**config.mk**
```make
export PLATFORM = sky130hd
export DESIGN_NAME = time_set_ctrl
export DESIGN_NICKNAME = d
export VERILOG_FILES = /design/src/rtl/watches_pkg.sv /design/src/rtl/btn_debounce.sv /design/src/rtl/time_set_ctrl.sv
export SDC_FILE = /design/constraint.sdc
export NUM_CORES = 1
export LEC_CHECK = 0
export ABC_CLOCK_PERIOD_IN_PS = 3940
export CAP_MARGIN = 20
export CORE_AREA = 2 2 111 113
export DETAILED_ROUTE_END_ITERATION = 8
export DIE_AREA = 0 0 113 115
export GPL_ROUTABILITY_DRIVEN = 0
export GPL_TIMING_DRIVEN = 1
export RECOVER_POWER = 50
export SYNTH_ARGS = -nofsm -noshare
export SYNTH_HDL_FRONTEND = slang
export SYNTH_HIERARCHICAL = 1
export SYNTH_SLANG_ARGS = --single-unit
```
**constraint.sdc**
```tcl
create_clock -name clk_i -period 3.94 [get_ports clk_i]
set_input_delay 0.394 -clock clk_i [delete_from_list [all_inputs] [get_ports clk_i]]
set_output_delay 0.394 -clock clk_i [all_outputs]
set_load 0.01 [all_outputs]
```
**src/rtl/watches_pkg.sv**
```systemverilog
// Shared types, BCD limits and field-increment helpers for the watch time-setting path.
package watches_pkg;

    typedef enum logic [1:0] {
        RUN   = 2'd0,
        SET_H = 2'd1,
        SET_M = 2'd2
    } set_state_t;

    typedef logic [3:0] bcd_t;

    localparam bcd_t HOUR_MAX_T = 4'd2;
    localparam bcd_t HOUR_MAX_O = 4'd3;
    localparam bcd_t MIN_MAX_T  = 4'd5;
    localparam bcd_t BCD_MAX    = 4'd9;

    // Returns {tens, ones}; 23 and every illegal hour value roll to 00.
    function automatic logic [7:0] hours_inc(input bcd_t t, input bcd_t o);
        if (t > HOUR_MAX_T || o > BCD_MAX || (t == HOUR_MAX_T && o >= HOUR_MAX_O))
            return 8'h00;
        else if (o == BCD_MAX)
            return {t + 4'd1, 4'd0};
        else
            return {t, o + 4'd1};
    endfunction

    // Returns {tens, ones}; 59 and every illegal minute value roll to 00.
    function automatic logic [7:0] minutes_inc(input bcd_t t, input bcd_t o);
        if (t > MIN_MAX_T || o > BCD_MAX)
            return 8'h00;
        else if (o == BCD_MAX)
            return (t == MIN_MAX_T) ? 8'h00 : {t + 4'd1, 4'd0};
        else
            return {t, o + 4'd1};
    endfunction

endpackage

```
**src/rtl/btn_debounce.sv**
```systemverilog
// Raw push-button conditioner: 2-flop synchronizer, stability counter, press pulse.
module btn_debounce #(
    parameter int DB_CYCLES = 1_000_000
) (
    input  logic clk_i,
    input  logic a_reset_i,
    input  logic btn_i,
    output logic press_o
);

    localparam int CW = (DB_CYCLES > 1) ? $clog2(DB_CYCLES) : 1;
    localparam logic [CW-1:0] CNT_LAST = CW'(DB_CYCLES - 1);

    logic          sync1;
    logic          sync2;
    logic          stable;
    logic [CW-1:0] cnt;

    // press_o rises together with stable on its 0->1 edge, so it is a clean one-cycle pulse.
    always_ff @(posedge clk_i) begin
        if (!a_reset_i) begin
            sync1   <= 1'b0;
            sync2   <= 1'b0;
            stable  <= 1'b0;
            cnt     <= '0;
            press_o <= 1'b0;
        end else begin
            sync1   <= btn_i;
            sync2   <= sync1;
            press_o <= 1'b0;
            if (sync2 == stable) begin
                cnt <= '0;
            end else if (cnt == CNT_LAST) begin
                stable  <= sync2;
                cnt     <= '0;
                press_o <= sync2;
            end else begin
                cnt <= cnt + CW'(1);
            end
        end
    end

endmodule

```
**src/rtl/time_set_ctrl.sv**
```systemverilog
// Button-driven hours/minutes editor sitting in front of the watch counter chain.
module time_set_ctrl
    import watches_pkg::*;
#(
    parameter int DB_CYCLES    = 1_000_000,
    parameter int BLINK_CYCLES = 12_500_000
) (
    input  logic       clk_i,
    input  logic       a_reset_i,
    input  logic       btn_mode_i,
    input  logic       btn_inc_i,
    input  logic [3:0] h_t_i,
    input  logic [3:0] h_o_i,
    input  logic [3:0] m_t_i,
    input  logic [3:0] m_o_i,
    output logic       run_o,
    output logic       load_o,
    output logic [3:0] h_t_o,
    output logic [3:0] h_o_o,
    output logic [3:0] m_t_o,
    output logic [3:0] m_o_o,
    output logic [5:0] blank_o
);

    localparam int BW = (BLINK_CYCLES > 1) ? $clog2(BLINK_CYCLES) : 1;
    localparam logic [BW-1:0] BLINK_LAST = BW'(BLINK_CYCLES - 1);

    logic mode_ev;
    logic inc_ev;

    btn_debounce #(.DB_CYCLES(DB_CYCLES)) u_db_mode (
        .clk_i     (clk_i),
        .a_reset_i (a_reset_i),
        .btn_i     (btn_mode_i),
        .press_o   (mode_ev)
    );

    btn_debounce #(.DB_CYCLES(DB_CYCLES)) u_db_inc (
        .clk_i     (clk_i),
        .a_reset_i (a_reset_i),
        .btn_i     (btn_inc_i),
        .press_o   (inc_ev)
    );

    set_state_t    state_q, state_d;
    logic          run_d, load_d;
    bcd_t          ht_d, ho_d, mt_d, mo_d;
    logic [7:0]    hrs_nxt, min_nxt;
    logic [BW-1:0] blink_cnt_q, blink_cnt_d;
    logic          phase_q, phase_d;
    logic [5:0]    blank_d;

    always_comb begin
        state_d     = state_q;
        ht_d        = h_t_o;
        ho_d        = h_o_o;
        mt_d        = m_t_o;
        mo_d        = m_o_o;
        blink_cnt_d = blink_cnt_q;
        phase_d     = phase_q;
        blank_d     = '0;
        hrs_nxt     = hours_inc(h_t_o, h_o_o);
        min_nxt     = minutes_inc(m_t_o, m_o_o);

        // Mode is checked first everywhere so a coincident inc press is dropped.
        case (state_q)
            RUN: begin
                // Hold the loaded value through the load cycle; tracking resumes after.
                if (!load_o) begin
                    ht_d = h_t_i;
                    ho_d = h_o_i;
                    mt_d = m_t_i;
                    mo_d = m_o_i;
                end
                if (mode_ev) state_d = SET_H;
            end
            SET_H: begin
                if (mode_ev)     state_d = SET_M;
                else if (inc_ev) {ht_d, ho_d} = hrs_nxt;
            end
            SET_M: begin
                if (mode_ev)     state_d = RUN;
                else if (inc_ev) {mt_d, mo_d} = min_nxt;
            end
            default: state_d = RUN;
        endcase

        load_d = (state_q == SET_M) && mode_ev;
        run_d  = (state_d == RUN);

        // Restart the blink on any edit activity so the field shows immediately.
        if (state_d != state_q || inc_ev) begin
            blink_cnt_d = '0;
            phase_d     = 1'b0;
        end else if (blink_cnt_q == BLINK_LAST) begin
            blink_cnt_d = '0;
            phase_d     = ~phase_q;
        end else begin
            blink_cnt_d = blink_cnt_q + BW'(1);
        end

        if (state_d == SET_H) blank_d[5:4] = {2{phase_d}};
        if (state_d == SET_M) blank_d[3:2] = {2{phase_d}};
    end

    always_ff @(posedge clk_i) begin
        if (!a_reset_i) begin
            state_q     <= RUN;
            run_o       <= 1'b1;
            load_o      <= 1'b0;
            h_t_o       <= '0;
            h_o_o       <= '0;
            m_t_o       <= '0;
            m_o_o       <= '0;
            blink_cnt_q <= '0;
            phase_q     <= 1'b0;
            blank_o     <= '0;
        end else begin
            state_q     <= state_d;
            run_o       <= run_d;
            load_o      <= load_d;
            h_t_o       <= ht_d;
            h_o_o       <= ho_d;
            m_t_o       <= mt_d;
            m_o_o       <= mo_d;
            blink_cnt_q <= blink_cnt_d;
            phase_q     <= phase_d;
            blank_o     <= blank_d;
        end
    end

endmodule

```
# Yosys cells after proc, flatten, opt, wreduce, memory -nomap -nowiden
# Index checks and enable logic that the tools add are counted.
dict set report word_totals {
  ff_bits 97
  input_bits 20
  output_inout_bits 24
  wordCells 111
}
dict set report op_classes {
  add_sub_neg 7
  order_cmp 5
  n_eq_ne 21
  mux 27
  n_bitwise 6
  n_reduce_logical 23
}
# cell n
set op_table {}
lappend op_table {{$mux W4} 12}
lappend op_table {{$add A20 B1 Y20 const B} 2}
lappend op_table {{$eq A20 B20 Y1 const B} 2}
lappend op_table {{$mux W8} 5}
lappend op_table {{$pmux W4 S2} 4}
lappend op_table {{$add A24 B1 Y24 const B} 1}
lappend op_table {{$eq A24 B24 Y1 const B} 1}
lappend op_table {{$add A4 B1 Y4 const B} 4}
lappend op_table {{$reduce_or A3 Y1} 5}
lappend op_table {{$reduce_and A5 Y1} 2}
lappend op_table {{$eq A4 B4 Y1 const B} 2}
lappend op_table {{$gt A4 B4 Y1 const B} 2}
lappend op_table {{$reduce_and A2 Y1} 4}
lappend op_table {{$reduce_and A4 Y1} 2}
lappend op_table {{$mux W2} 3}
lappend op_table {{$ne A2 B2 Y1 const B} 3}
lappend op_table {{$ne A3 B3 Y1 const B} 2}
lappend op_table {{$not A1 Y1} 6}
lappend op_table {{$pmux W2 S3} 1}
lappend op_table {{$eq A2 B1 Y1 const B} 2}
lappend op_table {{$eq A2 B2 Y1 const B} 2}
lappend op_table {{$eq A4 B2 Y1 const B} 1}
lappend op_table {{$eq A4 B3 Y1 const B} 1}
lappend op_table {{$ge A4 B2 Y1 const B} 1}
lappend op_table {{other kinds (10)} 19}

# Depth between registers and ports, before layout
dict set report depth {
  word_depth 7
  mapped_depth 8
  ltp_nobuf 7
}

# Hierarchy
# Netlist, hierarchy kept.
# mod instances cells_each area_per_inst_um2 seq_area_each_um2
set modules_own_cells {}
lappend modules_own_cells {time_set_ctrl 1 292 2463.6 940.9}
lappend modules_own_cells {btn_debounce 2 124 1079.8 480.5}

# Worst setup path before layout
# No wires, ideal clock.
dict set report synth_timing {
  path_kind {reg2reg}
  start {reg u_db_inc.cnt[15]}
  end {reg u_db_inc.cnt[16]}
  setup_ps 122
  arrival_time_ps 1696
  required_time_ps 3818
  path_slack_ps 2122
  stages_incl_launch_ff 6
  n_path_buf 1
  synth_period_minus_slack_ps 1818
  cell_sequence {dfxtp_1 > or3b_2 > or4_1 > o211ai_1 > buf_4 > a21oi_1}
}
dict set report synth_via {
  elab_chain_len 2
  word_cells_on_any_way 3
  classes_between {1 x add/sub; 1 x eq/ne; 1 x reduce/logical}
}
# element line
set synth_rtl {}
lappend synth_rtl {{from (decl)} btn_debounce.sv:17} ;# logic [CW-1:0] cnt;
lappend synth_rtl {{from (signal assigned)} btn_debounce.sv:38} ;# cnt <= cnt + CW'(1);
lappend synth_rtl {{parallel branches: the longest is 2 deep, another holds $add A20 B1 Y20} -}
# Several ways; the timed one is not identified.
# A chain may end at the register's enable or synchronous reset.

# Worst setup path in the final report
dict set report layout_timing {
  start {reg u_db_mode.cnt[6]}
  end {reg u_db_mode.cnt[3]}
}
dict set report layout_via {
  elab_chain_len 2
}
# element line
set layout_rtl {}
lappend layout_rtl {{from (decl)} btn_debounce.sv:17}
lappend layout_rtl {{from (signal assigned)} btn_debounce.sv:38}
lappend layout_rtl {{$eq A20 B20 Y1} btn_debounce.sv:33} ;# end else if (cnt == CNT_LAST) begin
lappend layout_rtl {{$reduce_or A3 Y1 (no line)} -}
# No other way between the ends.

==> reports/metrics.cfg <==
[status]
status = complete, but fails checks
violations = design-rule violations

[setup_path]
max_stage_delay_ps = 720
cp_max_fo = 20
startpoint = u_db_mode/cnt[6]
path_class = flip-flop to flip-flop
crit_family = simple AND/OR/NAND/NOR gates
slowest_stage = clkbuf_1
cp.required_ps = 4130
r2r_start = u_db_mode/cnt[6]
arrival_ps = 2710
crit_path_end_kind = flip-flop
path_buf_inv = 1
worstPathCellList = or3b_2 -> or4_1 -> o211ai_1 -> clkbuf_1 -> nor2_1
start_kind = flip-flop

[routing]
drc = 5
wl_per_cell_um = 12.9
vias = 3820
viasPerCell = 5.27
dr.first_iter.drc_count = 213
drt_wl_total_mm = 9.32
antenna_left = 0
dr.pass1.iters = 6

[cts]
clkLatencyLatePin_ps = 340
root_buffer = clkbuf_16
cts.sinks = 95
h-tree-depth = 3
cts_buffers = 9
cts.clk_slew.worst_paths_ps = 60
cts_tree = built
cts_setup_buffers = 0
hold_buffers = 0
post_cts_resized = 0
cts_max_path_buffers = 2

[placed_design]
port_buffers = 41
place_inst = 709
post-place-ws_ps = 1530
hpwl_mm = 6.62

[synth]
yosysTopAreaCell = dfxtp_1
async_flop_share_pct = 0
synth_edf_count = 0
seq_area_frac_synth_pct = 41.1
synth_top_area_share_pct = 41.1
netlist_area_um2 = 4620
ys_types = 65
synth.top_cells.by_area = dfxtp_1 (41%), nor2_1 (6.4%), xnor2_1 (5.3%), nand3_1 (4.0%), xor2_1 (3.8%)
synthCells = 540
ys.flop_type = dfxtp_1
ys_ff_latch = 95
yosys_warnings = 6
synth_area_per_cell_um2 = 8.56

[cells_and_area]
sequential_cell_area_um2 = 1900
layout_commonest_cell = dfxtp_1
multi_input_area_um2 = 2490
drive_gt1_share_pct = 7.09
fin_cells = 725
layout_common_cells = dfxtp_1 (95), nor2_1 (79), nand3_1 (37), nand2_1 (36)
layout.core_utilization_pct = 45.3
final_nets = 598
area_delta_synth_final_pct = 15.7
num-fill-cells = 1173
diodes = 0

[grt]
antenna_found_initial = 0
grt_max_degree = 25
grt-ovfl-total = 0
first_global_vias = 3571
grt_use_total_pct = 14.8
grt_pass1_wl_mm = 16.0

[floorplanning]
boundaryPins = 44
fp.dieArea_um2 = 13000
core_area_um2 = 11800
initial_core_util_pct = 39.1
die_height_um = 115
rows = 40
die_w_um = 113

[power_and_ir_drop]
vdd_drop_max_mv = 0.203
leakagePower_uw = 0.00181
powerDensity_nw_per_um2 = 355

[sta]
layout_min_cycle_time_ps = 2520
setup_tns_ps = 0
whs_ps = 439
finalCritPeriodShare_pct = 64.0
hold_violations = 0
setup_viol = 0
fin_skew_ps = 9.78
drv_slew = 0
rsz0062_at_grt = false
relSlewSlack_pct = 37.7
layout_setup_ws_ps = 1420
tightestPinTransition_ps = 934
max_freq_mhz = 397

[min_path]
min-delay-start = u_db_inc/sync1
hold_path.class = flip-flop to flip-flop

[flow_run]
max-cap-violations = 0

-- synth_stat cells (6+ instances only) --
library cell / number
nand4_1: 13
nand2_1: 36
and2_1: 6
buf_2: 7
nor3_1: 16
and3_1: 11
or3_1: 13
o21ai_0: 20
xor2_1: 20
nor4_1: 11
dfxtp_1: 95
inv_1: 19
a21oi_1: 28
nand3_1: 37
nor2_1: 79
or4_1: 6
buf_4: 9
xnor2_1: 28
-- worst paths after layout --
check,to,slack (ps),cells after the start
worst max-delay path,u_db_mode/cnt[3],1420,5
worst min-delay path,u_db_inc/sync2,440,1
worst max register to register,u_db_mode/cnt[3],1420,5
worst min register to register,u_db_inc/sync2,440,1
-- area by class of cell --
| class | instances | area share, % |
|---|---|---|
| clock buffers | 10 | 4.47 |
| flip-flops and latches | 95 | 35.6 |
| inverters | 19 | 1.33 |
| clock inverters | 6 | 0.866 |
| multi-input cells | 405 | 46.5 |
| repair buffers | 43 | 7.81 |
| well taps | 147 | 3.44 |
-- sequential cells by signal, indices dropped and copies added (netlist names), 2 cells and up --
register,flops
m_t_o,4
h_t_o,4
m_o_o,4
blank_o,2
h_o_o,4
u_db_inc/cnt,20
blink_cnt_q,24
state_q,2
u_db_mode/cnt,20
-- cells by family (layout without fill, tap and decap cells) --
| kind of cell | count (synthesis) | after routing | share of synthesized area [%] |
|---|---|---|---|
| flip-flops | 95 | 95 | 41.1 |
| AND/OR/NAND/NOR | 262 | 262 | 30.3 |
| buffers and inverters | 41 | 78 | 4.76 |
| other | 1 | 2 | 0.0811 |
| adder cells (fa/ha/maj) | 5 | 5 | 1.35 |
| AO/OA/AOI/OAI | 87 | 87 | 13.0 |
| XOR/XNOR | 48 | 48 | 9.09 |
| multiplexers | 1 | 1 | 0.217 |
-- report_power, final --
part           internal, uW  total [uW]  switching (uW)
sequential              974         993            18.9
combinational          46.7        87.7            41.0
clock                   447         816             369
-- through the flow --
step	instance area [um2]	total power, uW
6_report	5350	1900
5_1_grt	5350	1980
4_1_cts	5370	1930
3_5_place_dp	5090	1110
3_3_place_gp	5090	1110
2_1_floorplan	4630	1060
-- layer usage --
layer  wire length, um  global-route usage (%)  part of all wire [%]  up-vias
li1                  -                       -                     -     1979
met1              4680                    19.5                    50     1779
met2              4130                    23.6                    44       51
met3               363                    3.06                   3.9       11
met4               145                    6.26                   1.6        0
met5                 0                       0                     0        -
-- worst register-to-register path, stage by stage (launching register included) --
cell and delay (ps):
dfxtp_1 350, or3b_2 460, or4_1 540, o211ai_1 180, clkbuf_1 720, nor2_1 120
Note: power is estimated with default switching activity, not from simulation.
